`src/rtl/led_display_pattern_gen_fx.sv`:
```
`default_nettype none
// ============================================================================
// Module   : led_display_pattern_gen_fx
// Purpose  : Streams half-panel row pairs (top + bottom half rows, 1 bit per
//            colour per pixel) over a valid/ready link. Supports OFF, SOLID,
//            horizontal scan, vertical scan and a triangle-ramp PWM pulse.
// Revision : 1.0 - initial parametrised release
// ============================================================================
module led_display_pattern_gen_fx #(
  parameter int NUM_ROW_PIXELS = 32,
  parameter int NUM_COL_PIXELS = 64,
  parameter int PWM_BITS       = 4,
  parameter int STEP_FRAMES    = 1
) (
  input  logic                                    clk_in,
  input  logic                                    n_reset_in,
  input  logic [3:0]                              mode_in,
  input  logic [2:0]                              colour_in,
  output logic [6*NUM_COL_PIXELS-1:0]             row_out,
  output logic                                    row_valid_out,
  input  logic                                    row_ready_in,
  output logic [$clog2(NUM_ROW_PIXELS/2)-1:0]     row_address_out
);

  localparam int H  = NUM_ROW_PIXELS / 2;
  localparam int AW = $clog2(H);
  localparam int VW = AW + 1;                       // indexes all panel rows
  localparam int NC = NUM_COL_PIXELS;
  localparam int CW = $clog2(NUM_COL_PIXELS);
  localparam int SW = $clog2(STEP_FRAMES + 1);
  localparam int RW = 6 * NUM_COL_PIXELS;

  localparam logic [3:0] MODE_SOLID  = 4'd1;
  localparam logic [3:0] MODE_SCAN_H = 4'd2;
  localparam logic [3:0] MODE_SCAN_V = 4'd3;
  localparam logic [3:0] MODE_PULSE  = 4'd4;

  localparam logic [AW-1:0]       ADDR_LAST = AW'(H - 1);
  localparam logic [VW-1:0]       V_LAST    = VW'(NUM_ROW_PIXELS - 1);
  localparam logic [VW-1:0]       V_HALF    = VW'(H);
  localparam logic [CW-1:0]       COL_LAST  = CW'(NUM_COL_PIXELS - 1);
  localparam logic [SW-1:0]       STEP_LAST = SW'(STEP_FRAMES - 1);
  localparam logic [PWM_BITS-1:0] PWM_MAX   = '1;
  localparam logic [PWM_BITS-1:0] PWM_ONE   = PWM_BITS'(1);

  typedef enum logic [0:0] {
    ST_RESTART = 1'b0,
    ST_RUN     = 1'b1
  } state_t;

  state_t                state_q, state_d;
  logic [3:0]            mode_q, mode_d;
  logic [2:0]            colour_q, colour_d;
  logic                  init_done_q, init_done_d;
  logic [AW-1:0]         addr_q, addr_d;
  logic [RW-1:0]         row_q, row_d;
  logic [CW-1:0]         scan_h_q, scan_h_d;
  logic [VW-1:0]         scan_v_q, scan_v_d;
  logic [SW-1:0]         step_cnt_q, step_cnt_d;
  logic [PWM_BITS-1:0]   pwm_cnt_q, pwm_cnt_d;
  logic [PWM_BITS-1:0]   bright_q, bright_d;
  logic                  dir_down_q, dir_down_d;
  logic                  step_pend_q, step_pend_d;
  logic                  step_now;
  logic                  load_row;

  // Expand the effect state into the six colour fields for one address.
  function automatic logic [RW-1:0] build_row(
    input logic [3:0]          md,
    input logic [2:0]          col_rgb,
    input logic [AW-1:0]       a,
    input logic [CW-1:0]       hpos,
    input logic [VW-1:0]       vpos,
    input logic [PWM_BITS-1:0] pwm,
    input logic [PWM_BITS-1:0] bright
  );
    logic [NC-1:0] top_lit;
    logic [NC-1:0] bot_lit;
    top_lit = '0;
    bot_lit = '0;
    case (md)
      MODE_SOLID: begin
        top_lit = '1;
        bot_lit = '1;
      end
      MODE_SCAN_H: begin
        top_lit = NC'(1) << hpos;
        bot_lit = top_lit;
      end
      MODE_SCAN_V: begin
        top_lit = {NC{vpos == {1'b0, a}}};
        bot_lit = {NC{vpos == ({1'b0, a} + V_HALF)}};
      end
      MODE_PULSE: begin
        top_lit = {NC{pwm < bright}};
        bot_lit = top_lit;
      end
      default: begin
        top_lit = '0;
        bot_lit = '0;
      end
    endcase
    return {top_lit & {NC{col_rgb[0]}}, top_lit & {NC{col_rgb[1]}},
            top_lit & {NC{col_rgb[2]}}, bot_lit & {NC{col_rgb[0]}},
            bot_lit & {NC{col_rgb[1]}}, bot_lit & {NC{col_rgb[2]}}};
  endfunction

  // Next-state, handshake, frame/step accounting and row generation.
  always_comb begin
    state_d     = state_q;
    mode_d      = mode_in;
    colour_d    = colour_in;
    init_done_d = 1'b1;
    addr_d      = addr_q;
    row_d       = row_q;
    scan_h_d    = scan_h_q;
    scan_v_d    = scan_v_q;
    step_cnt_d  = step_cnt_q;
    pwm_cnt_d   = pwm_cnt_q;
    bright_d    = bright_q;
    dir_down_d  = dir_down_q;
    step_pend_d = step_pend_q;
    step_now    = 1'b0;
    load_row    = 1'b0;

    case (state_q)
      ST_RESTART: begin
        addr_d      = '0;
        scan_h_d    = '0;
        scan_v_d    = '0;
        step_cnt_d  = '0;
        pwm_cnt_d   = '0;
        bright_d    = '0;
        dir_down_d  = 1'b0;
        step_pend_d = 1'b0;
        // Wait for the registered mode to settle so the first row uses it.
        if (init_done_q && (mode_in == mode_q)) begin
          state_d  = ST_RUN;
          load_row = 1'b1;
        end
      end
      ST_RUN: begin
        if (mode_in != mode_q) begin
          state_d = ST_RESTART;
        end else if (row_ready_in) begin
          load_row = 1'b1;
          if (addr_q == ADDR_LAST) begin
            addr_d     = '0;
            step_now   = (step_cnt_q == STEP_LAST);
            step_cnt_d = step_now ? '0 : step_cnt_q + 1'b1;
            if (step_now) begin
              scan_h_d = (scan_h_q == COL_LAST) ? '0 : scan_h_q + 1'b1;
              scan_v_d = (scan_v_q == V_LAST)   ? '0 : scan_v_q + 1'b1;
            end
            pwm_cnt_d = pwm_cnt_q + 1'b1;
            if (pwm_cnt_q == PWM_MAX) begin
              // Brightness only moves on a PWM period boundary.
              if (step_now || step_pend_q) begin
                step_pend_d = 1'b0;
                if (dir_down_q) begin
                  if (bright_q == '0) begin
                    dir_down_d = 1'b0;
                    bright_d   = PWM_ONE;
                  end else begin
                    bright_d = bright_q - 1'b1;
                  end
                end else begin
                  if (bright_q == PWM_MAX) begin
                    dir_down_d = 1'b1;
                    bright_d   = PWM_MAX - 1'b1;
                  end else begin
                    bright_d = bright_q + 1'b1;
                  end
                end
              end
            end else if (step_now) begin
              step_pend_d = 1'b1;
            end
          end else begin
            addr_d = addr_q + 1'b1;
          end
        end
      end
      default: state_d = ST_RESTART;
    endcase

    // New rows always reflect the effect state after this cycle's update.
    if (load_row) begin
      row_d = build_row(mode_q, colour_q, addr_d, scan_h_d, scan_v_d,
                        pwm_cnt_d, bright_d);
    end
  end

  // State register with asynchronous active-low clear.
  always_ff @(posedge clk_in or negedge n_reset_in) begin
    if (!n_reset_in) begin
      state_q     <= ST_RESTART;
      mode_q      <= '0;
      colour_q    <= '0;
      init_done_q <= 1'b0;
      addr_q      <= '0;
      row_q       <= '0;
      scan_h_q    <= '0;
      scan_v_q    <= '0;
      step_cnt_q  <= '0;
      pwm_cnt_q   <= '0;
      bright_q    <= '0;
      dir_down_q  <= 1'b0;
      step_pend_q <= 1'b0;
    end else begin
      state_q     <= state_d;
      mode_q      <= mode_d;
      colour_q    <= colour_d;
      init_done_q <= init_done_d;
      addr_q      <= addr_d;
      row_q       <= row_d;
      scan_h_q    <= scan_h_d;
      scan_v_q    <= scan_v_d;
      step_cnt_q  <= step_cnt_d;
      pwm_cnt_q   <= pwm_cnt_d;
      bright_q    <= bright_d;
      dir_down_q  <= dir_down_d;
      step_pend_q <= step_pend_d;
    end
  end

  assign row_out         = row_q;
  assign row_valid_out   = (state_q == ST_RUN);
  assign row_address_out = addr_q;

endmodule
`default_nettype wire
```
`config.mk`:
```
export PLATFORM = sky130hd
export DESIGN_NAME = led_display_pattern_gen_fx
export DESIGN_NICKNAME = d
export VERILOG_FILES = /design/src/rtl/led_display_pattern_gen_fx.sv
export SDC_FILE = /design/constraint.sdc
export NUM_CORES = 1
export LEC_CHECK = 0
export ABC_AREA = 1
export BUFFER_PORTS_ARGS = -buffer_cell sky130_fd_sc_hd__buf_4
export CORE_MARGIN = 5
export CORE_UTILIZATION = 59
export CTS_CLUSTER_DIAMETER = 80
export CTS_CLUSTER_SIZE = 20
export DETAILED_ROUTE_END_ITERATION = 8
export HOLD_SLACK_MARGIN = 0.15
export PLACE_DENSITY = 0.93
export SLEW_MARGIN = 20
export SYNTH_ARGS = -nofsm -noshare
export SYNTH_HDL_FRONTEND = slang
export SYNTH_SLANG_ARGS = --single-unit
export TNS_END_PERCENT = 1
```
`constraint.sdc`:
```
create_clock -name clk_in -period 6.4 [get_ports clk_in]
set_input_delay 0 -clock clk_in [delete_from_list [all_inputs] [get_ports clk_in]]
set_output_delay 0 -clock clk_in [all_outputs]
set_load 0.005 [all_outputs]
```
Word-level counts from Yosys, hierarchy flattened
Index checks and enable logic that the tools add are counted.
{"block": "classes", "n_shift": 1, "n_addsub": 8, "eq_ne": 20, "n_div": 0, "n_mux": 60, "magnitude_cmp": 1, "reduce_logical": 6, "n_bitwise": 8, "mul": 0}
{"operator": "64-bit one-hot mux with 4 select lines", "count": 2}
{"operator": "64-bit AND", "count": 6}
{"operator": "64-bit 2-to-1 mux", "count": 2}
{"operator": "1-bit by 6-bit left shift with 64-bit output, first input constant", "count": 1}
{"operator": "4-bit 2-to-1 mux", "count": 14}
{"operator": "6-bit 2-to-1 mux", "count": 5}
{"operator": "5-bit 2-to-1 mux", "count": 5}
{"operator": "4-bit one-hot mux with 2 select lines", "count": 3}
{"operator": "1-bit 2-to-1 mux", "count": 22}
{"operator": "4-bit by 1-bit adder with 4-bit output, second input constant", "count": 3}
{"operator": "4-bit == test, second input constant", "count": 3}
{"operator": "6-bit one-hot mux with 2 select lines", "count": 1}
{"operator": "1-bit one-hot mux with 2 select lines", "count": 5}
{"operator": "5-bit one-hot mux with 2 select lines", "count": 1}
{"operator": "5-bit AND reduction", "count": 2}
{"operator": "4-bit by 2-bit == test with 1-bit output, second input constant", "count": 2}
{"operator": "6-bit by 1-bit adder with 6-bit output, second input constant", "count": 1}
{"operator": "6-bit == test, second input constant", "count": 1}
{"operator": "2-bit by 1-bit inequality test with 1-bit output, second input constant", "count": 3}
{"operator": "3-bit by 2-bit inequality test with 1-bit output, second input constant", "count": 2}
{"operator": "4-bit by 5-bit adder with 5-bit output, second input constant", "count": 1}
{"operator": "5-bit by 1-bit adder with 5-bit output, second input constant", "count": 1}
{"operator": "5-bit by 4-bit == test with 1-bit output", "count": 1}
{"operator": "5-bit == test", "count": 1}
{"operator": "14 further kinds", "count": 16}
{"block": "word_totals", "wordCells": 117, "mem_bits_rw": 0, "regBits": 419, "output_inout_bits": 389, "rom_bits": 0, "n_memories": 0, "latch_bits": 0}

Logic depth before layout (Yosys ltp)
{"block": "depth", "ltp_word": 13, "ltp_mapped": 21, "mapped_depth_nobuf": 19}

Least setup slack after synthesis
Ideal clock, no wire load.
{"block": "synth_path", "path_kind": "register to register", "start": "register addr_q[0] (netlist: row_address_out[0])", "end": "register row_q[118] (netlist: row_out[118])", "setup_slack_ns": 3.377, "t_arrival_ns": 2.958, "path_stages_with_launch": 19, "setup_ns": 0.066, "path_cell_list": "dfrtp_1 > ha_1 > nand2_1 > nor2_4 > inv_2 > nor2_2 > nand3_1 > inv_1 > nor2_1 > nor3_1 > inv_1 > ha_1 > a2111oi_0 > nand2_1 > buf_2 > buf_4 > nand3_1 > nand2_1 > nand2_1"}
{"block": "synth_via", "word_cells_on_any_way": 29, "classes_between": "add/sub (2); order compare (1); eq/ne (2); shift (1); mux (22); bitwise (1)"}
{"item": "start, declared", "line": "55", "rtl": "logic [AW-1:0] addr_q, addr_d;"}
{"item": "start signal, assigned", "line": "215", "rtl": "addr_q <= addr_d;"}
{"item": "4-bit == test", "line": "147", "rtl": "if (addr_q == ADDR_LAST) begin"}
{"item": "4-bit 2-to-1 mux", "line": "147"}
{"item": "4-bit 2-to-1 mux", "line": "145", "rtl": "end else if (row_ready_in) begin"}
{"item": "4-bit 2-to-1 mux", "line": "143", "rtl": "if (mode_in != mode_q) begin"}
{"item": "4-bit one-hot mux with 2 select lines", "line": "126", "rtl": "case (state_q)"}
{"item": "via bright_d[3]", "line": "61", "rtl": "logic [PWM_BITS-1:0] bright_q, bright_d;"}
{"item": "4-bit < comparator", "line": "95", "rtl": "top_lit = {NC{pwm < bright}};"}
{"item": "64-bit one-hot mux with 4 select lines", "line": "81", "rtl": "case (md)"}
{"item": "64-bit 2-to-1 mux", "line": "188", "rtl": "if (load_row) begin"}
{"item": "64-bit AND", "line": "105", "rtl": "bot_lit & {NC{col_rgb[1]}}, bot_lit & {NC{col_rgb[2]}}};"}
{"item": "end signal, assigned", "line": "216", "rtl": "row_q <= row_d;"}
{"item": "end, declared", "line": "56", "rtl": "logic [RW-1:0] row_q, row_d;"}
The timed path passes the listed nets, and every way through them passes these cells. The select of a mux whose other input is x is not followed.
A chain may end at the register's enable or synchronous reset.

Worst setup path in the final report
{"block": "layout_path", "start": "register addr_q[0] (netlist: row_address_out[0])", "end": "register row_q[349] (netlist: row_out[349])"}
{"block": "layout_via", "elab_chain_len": 9, "word_cells_on_any_way": 28, "classes_between": "add/sub (1); order compare (1); eq/ne (2); shift (1); mux (22); bitwise (1)"}
{"item": "4-bit == test", "line": "147"}
{"item": "4-bit 2-to-1 mux", "line": "147"}
{"item": "4-bit 2-to-1 mux", "line": "145"}
{"item": "4-bit 2-to-1 mux", "line": "143"}
{"item": "4-bit one-hot mux with 2 select lines", "line": "126"}
{"item": "via bright_d[3]", "line": "61"}
{"item": "4-bit < comparator", "line": "95"}
{"item": "64-bit one-hot mux with 4 select lines", "line": "81"}
{"item": "64-bit 2-to-1 mux", "line": "188"}
{"item": "64-bit AND", "line": "103", "rtl": "return {top_lit & {NC{col_rgb[0]}}, top_lit & {NC{col_rgb[1]}},"}
The timed path passes the listed nets, and every way through them passes these cells. The select of a mux whose other input is x is not followed.

==> PnR_summary.wiki <==
{| class="wikitable"
! Metric !! Value
|-
| Die height || 188 µm
|-
| Number of top-level design ports || 399
|-
| Worst hold path type || flop to flop
|-
| Max Fclk || 237 MHz
|-
| Final hold violations || 0
|-
| Total gr overflow || 0
|-
| Post-Syn Nets || 2330
|-
| Max-cap violation count || 0
|-
| Proportion of synthesized chip area in sequential cells || 0.560
|-
| Average wire per cell in the routed design || 19.4 µm
|-
| Worst path buffer plus inverter count || 4
|-
| Share of async-settable or async-resettable flops after synthesis || 1.00
|-
| Combined area of the multi-input logic cells || 7320 µm²
|-
| Cell area after synthesis || 18600 µm²
|-
| RSZ-0062 raised after global routing || false
|-
| List of cells traversed by the critical path || ha_1, nand2_1, nor2_4, inv_2, nor2_2, nand3_1, inv_1, nor2_1, nor3_1, inv_1, ha_1, a2111oi_0, nand2_4, buf_4, nand3_1, nand2_1, nand2_1
|-
| TritonCTS clock tree || done
|-
| Count of warnings emitted by yosys || 0
|-
| Clock sink count || 417
|-
| Drt first pass iters || 6
|-
| Number of buffers on the longest clock path || 3
|-
| Count of nets after finishing || 2658
|-
| Relative slew margins || 0.218
|-
| Delay contributed by the slowest stage of the critical path || 670 ps
|-
| Wire length reported by the detailed router || 59000 µm
|-
| Detailed-route via count || 17211
|-
| Die width || 188 µm
|-
| Placed instance area || 21700 µm²
|-
| Leading cell types by count after synthesis || 1281 x nand2_1, 417 x dfrtp_1, 102 x nand3_1
|-
| Finished layout cell area || 22600 µm²
|-
| Number of cell instances on the worst register-to-register path || 17
|-
| Final TNS setup || 0 ps
|-
| Most common cell on crit path || nand2_1
|-
| Cells on Worst Hold Path || 2
|-
| Capture point of the worst reg-to-reg path || row_out[349]
|-
| Leading register cell type out of synthesis || dfrtp_1
|-
| Clock power frac || 0.282
|-
| Register area || 10400 µm²
|-
| Cell Rows || 65
|-
| Terminating pin of the worst hold path || row_out[40]
|-
| Minimum clock period || 4220 ps
|-
| Number of fillers in the final layout || 2194
|-
| Initial DRC Count || 1826
|-
| Power dissipated by switching net loads || 1480 µW
|-
| Total global routing track utilization || 0.329
|-
| Outcome || complete, no violations
|-
| Routed via count divided by cell count || 5.66
|-
| Most area-hungry cell type in the Yosys netlist || dfrtp_1
|-
| Area growth, synth to finish || 21.2%
|-
| Port Buffer Count || 398
|-
| # H-tree levels || 1
|-
| Count of flip-flops with a built-in enable after synthesis || 0
|-
| Share of the clock period used by the worst path after layout || 0.659
|-
| Placed Cells incl. Taps || 2995
|-
| Setup slack, reg-to-reg || 2180 ps
|-
| Finish-stage setup viols || 0
|-
| Pin count of the biggest net entering global routing || 176
|-
| Proportion of netlist area held by the largest area contributor || 0.560
|-
| Main area contributors after synthesis || dfrtp_1 56%, nand2_1 26%, nand3_2 4.4%
|-
| Via count of the first global-routing pass || 17236
|-
| Startpoint of the lowest-slack register-to-register path || row_address_out[0]
|-
| Kind of critical path || flop to flop
|-
| Placer's final routability congestion estimate || 0.932
|-
| Effective utilization at floorplan || 0.593
|-
| Clk root buf || clkbuf_16
|-
| Clock input transition at the sequential cells of the worst setup and hold paths || 90 ps
|-
| Core outline area || 31400 µm²
|-
| Transition at the pin with the smallest max-transition slack || 1170 ps
|-
| Maximum vdd drop || 0.209 mV
|-
| Origin of the worst min-delay path || row_out[40]
|-
| Number of synthesized register bits || 417
|-
| Diodes inserted || 0
|-
| Cell family with most CP delay || simple AND/OR/NAND/NOR gates
|-
| Startpoint type of the worst setup path || flop
|-
| Crit. End Element || flop
|-
| Top fanout value on the critical path || 74
|-
| Post-route antenna net violation count || 0
|-
| Mapped Avg Cell Area || 8.06 µm²
|-
| Crit path required time || 6890 ps
|-
| Comb power frac || 0.162
|-
| Post-route DRC || 0
|-
| Wire length of the first global-routing pass || 94900 µm
|-
| Gate Count Post-Synth || 2309
|-
| Ratio of total power to cell area || 243 nW/µm²
|-
| Estimated wirelength of the detail-placed design || 40500 µm
|-
| Most used standard cell by instance count after synthesis || nand2_1
|-
| Endpoint arrival time on the critical path || 4700 ps
|-
| Leakage power || 0.0139 µW
|-
| Fraction of final layout cells with drive strength greater than 1 || 0.212
|-
| Largest clock skew in the final design || 16.3 ps
|-
| Sequential cell fraction of total power || 0.556
|-
| Non-Filler Instances || 3039
|-
| Net switching share of the total power || 0.270
|-
| Synth unique cells || 34
|-
| Slowest cell on the critical path || a2111oi_0
|-
| Internal power || 4000 µW
|-
| Clock insertion delay at the later pin of the skew report || 550 ps
|-
| Die area || 35200 µm²
|-
| Number of antenna violations at the first check in global routing || 0
|-
| Number of pins with negative max-slew slack in the final report || 0
|-
| Inserted Clock Buffers || 24
|}
[routing by layer]
metal | GRT usage | routed length, µm
met1 | 0.433 | 22500
met2 | 0.529 | 27800
met3 | 0.0823 | 5740
met4 | 0.136 | 2910
met5 | 0 | 0
[worst max-delay path by stage]
stage                  startpoint            to  slack [ps]  cells after the start
4_1_cts        row_address_out[0]  row_out[213]        2230                     17
6_report       row_address_out[0]  row_out[349]        2180                     17
3_5_place_dp   row_address_out[0]  row_out[277]        2260                     17
3_3_place_gp        row_valid_out  row_out[350]        2470                      6
2_1_floorplan  row_address_out[0]  row_out[118]        3380                     18
5_1_grt        row_address_out[0]  row_out[277]        1830                     17
[registers in the layout, summed over array words and instances (netlist names), 3 cells and up]
| signal | count |
|---|---|
| bright_q | 4 |
| colour_q | 3 |
| mode_q | 4 |
| pwm_cnt_q | 4 |
| row_address_out | 4 |
| row_out | 384 |
| scan_h_q | 6 |
| scan_v_q | 5 |
[kinds of logic after synthesis]
group | Yosys count | share of synthesized area
flip-flops | 417 | 0.560
adder cells (fa/ha/maj) | 11 | 0.00739
AO/OA/AOI/OAI | 59 | 0.0172
buffers and inverters | 217 | 0.0493
XOR/XNOR | 4 | 0.00188
AND/OR/NAND/NOR | 1600 | 0.364
other | 1 | 0.000201
[layout by cell type, fill, tap and decap left out, types with 3 or more instances in the layout]
master	netlist	routed
nor2_4	4	7
dlygate4sd3_1	0	17
o21ai_0	6	6
a21oi_1	36	36
nor3_1	6	5
inv_2	14	14
nor2_1	101	98
nand4_1	11	11
inv_1	72	72
clkbuf_16	0	25
nor2_2	5	5
nand3_2	82	82
ha_1	11	11
xor2_1	4	4
o211ai_1	3	3
nand2_1	1281	1280
nand3_1	102	102
dfrtp_1	417	417
buf_12	0	3
buf_4	23	409
o21ai_1	8	7
[through the flow]
| stage | worst slack, ps | hold slack [ps] | util | power (µW) |
|---|---|---|---|---|
| 2_1_floorplan | 3380 | -296 | - | 3370 |
| 3_3_place_gp | 2470 | 8.57 | 0.692 | 3920 |
| 3_5_place_dp | 2260 | 8.24 | 0.692 | 3960 |
| 4_1_cts | 2230 | 488 | 0.719 | 5480 |
| 5_1_grt | 1830 | 503 | 0.719 | 5700 |
| 6_report | 2180 | 484 | 0.719 | 5480 |
[final cells by class]
type                            instances  area share
Clock buffer                           25      0.0277
Clock inverter                          1    0.000222
Inverter                               86      0.0143
Multi-Input combinational cell       1675       0.324
Sequential cell                       417       0.462
Tap cell                              402      0.0223
Timing Repair Buffer                  433       0.149
[worst min-delay path: stages, from the launching register on]
cell     delay, ps
dfrtp_1        350
nand2_1         60
nand2_1         50
[repair_timing]
action	in CTS	in global routing
hold endpoints to repair	147	0
resized for setup	0	0
setup endpoints to repair	0	0
buffers inserted	0	0
hold buffers	18	0
[power groups by stage]
stage	registers (µW)	clock network [µW]	logic, µW
floorplan	3070	0	294
global placement	3080	0	839
detailed placement	3090	0	877
CTS	3040	1550	891
global route	3080	1650	976
finish	3050	1540	888
No activity file was read; power rests on OpenSTA's default activity.
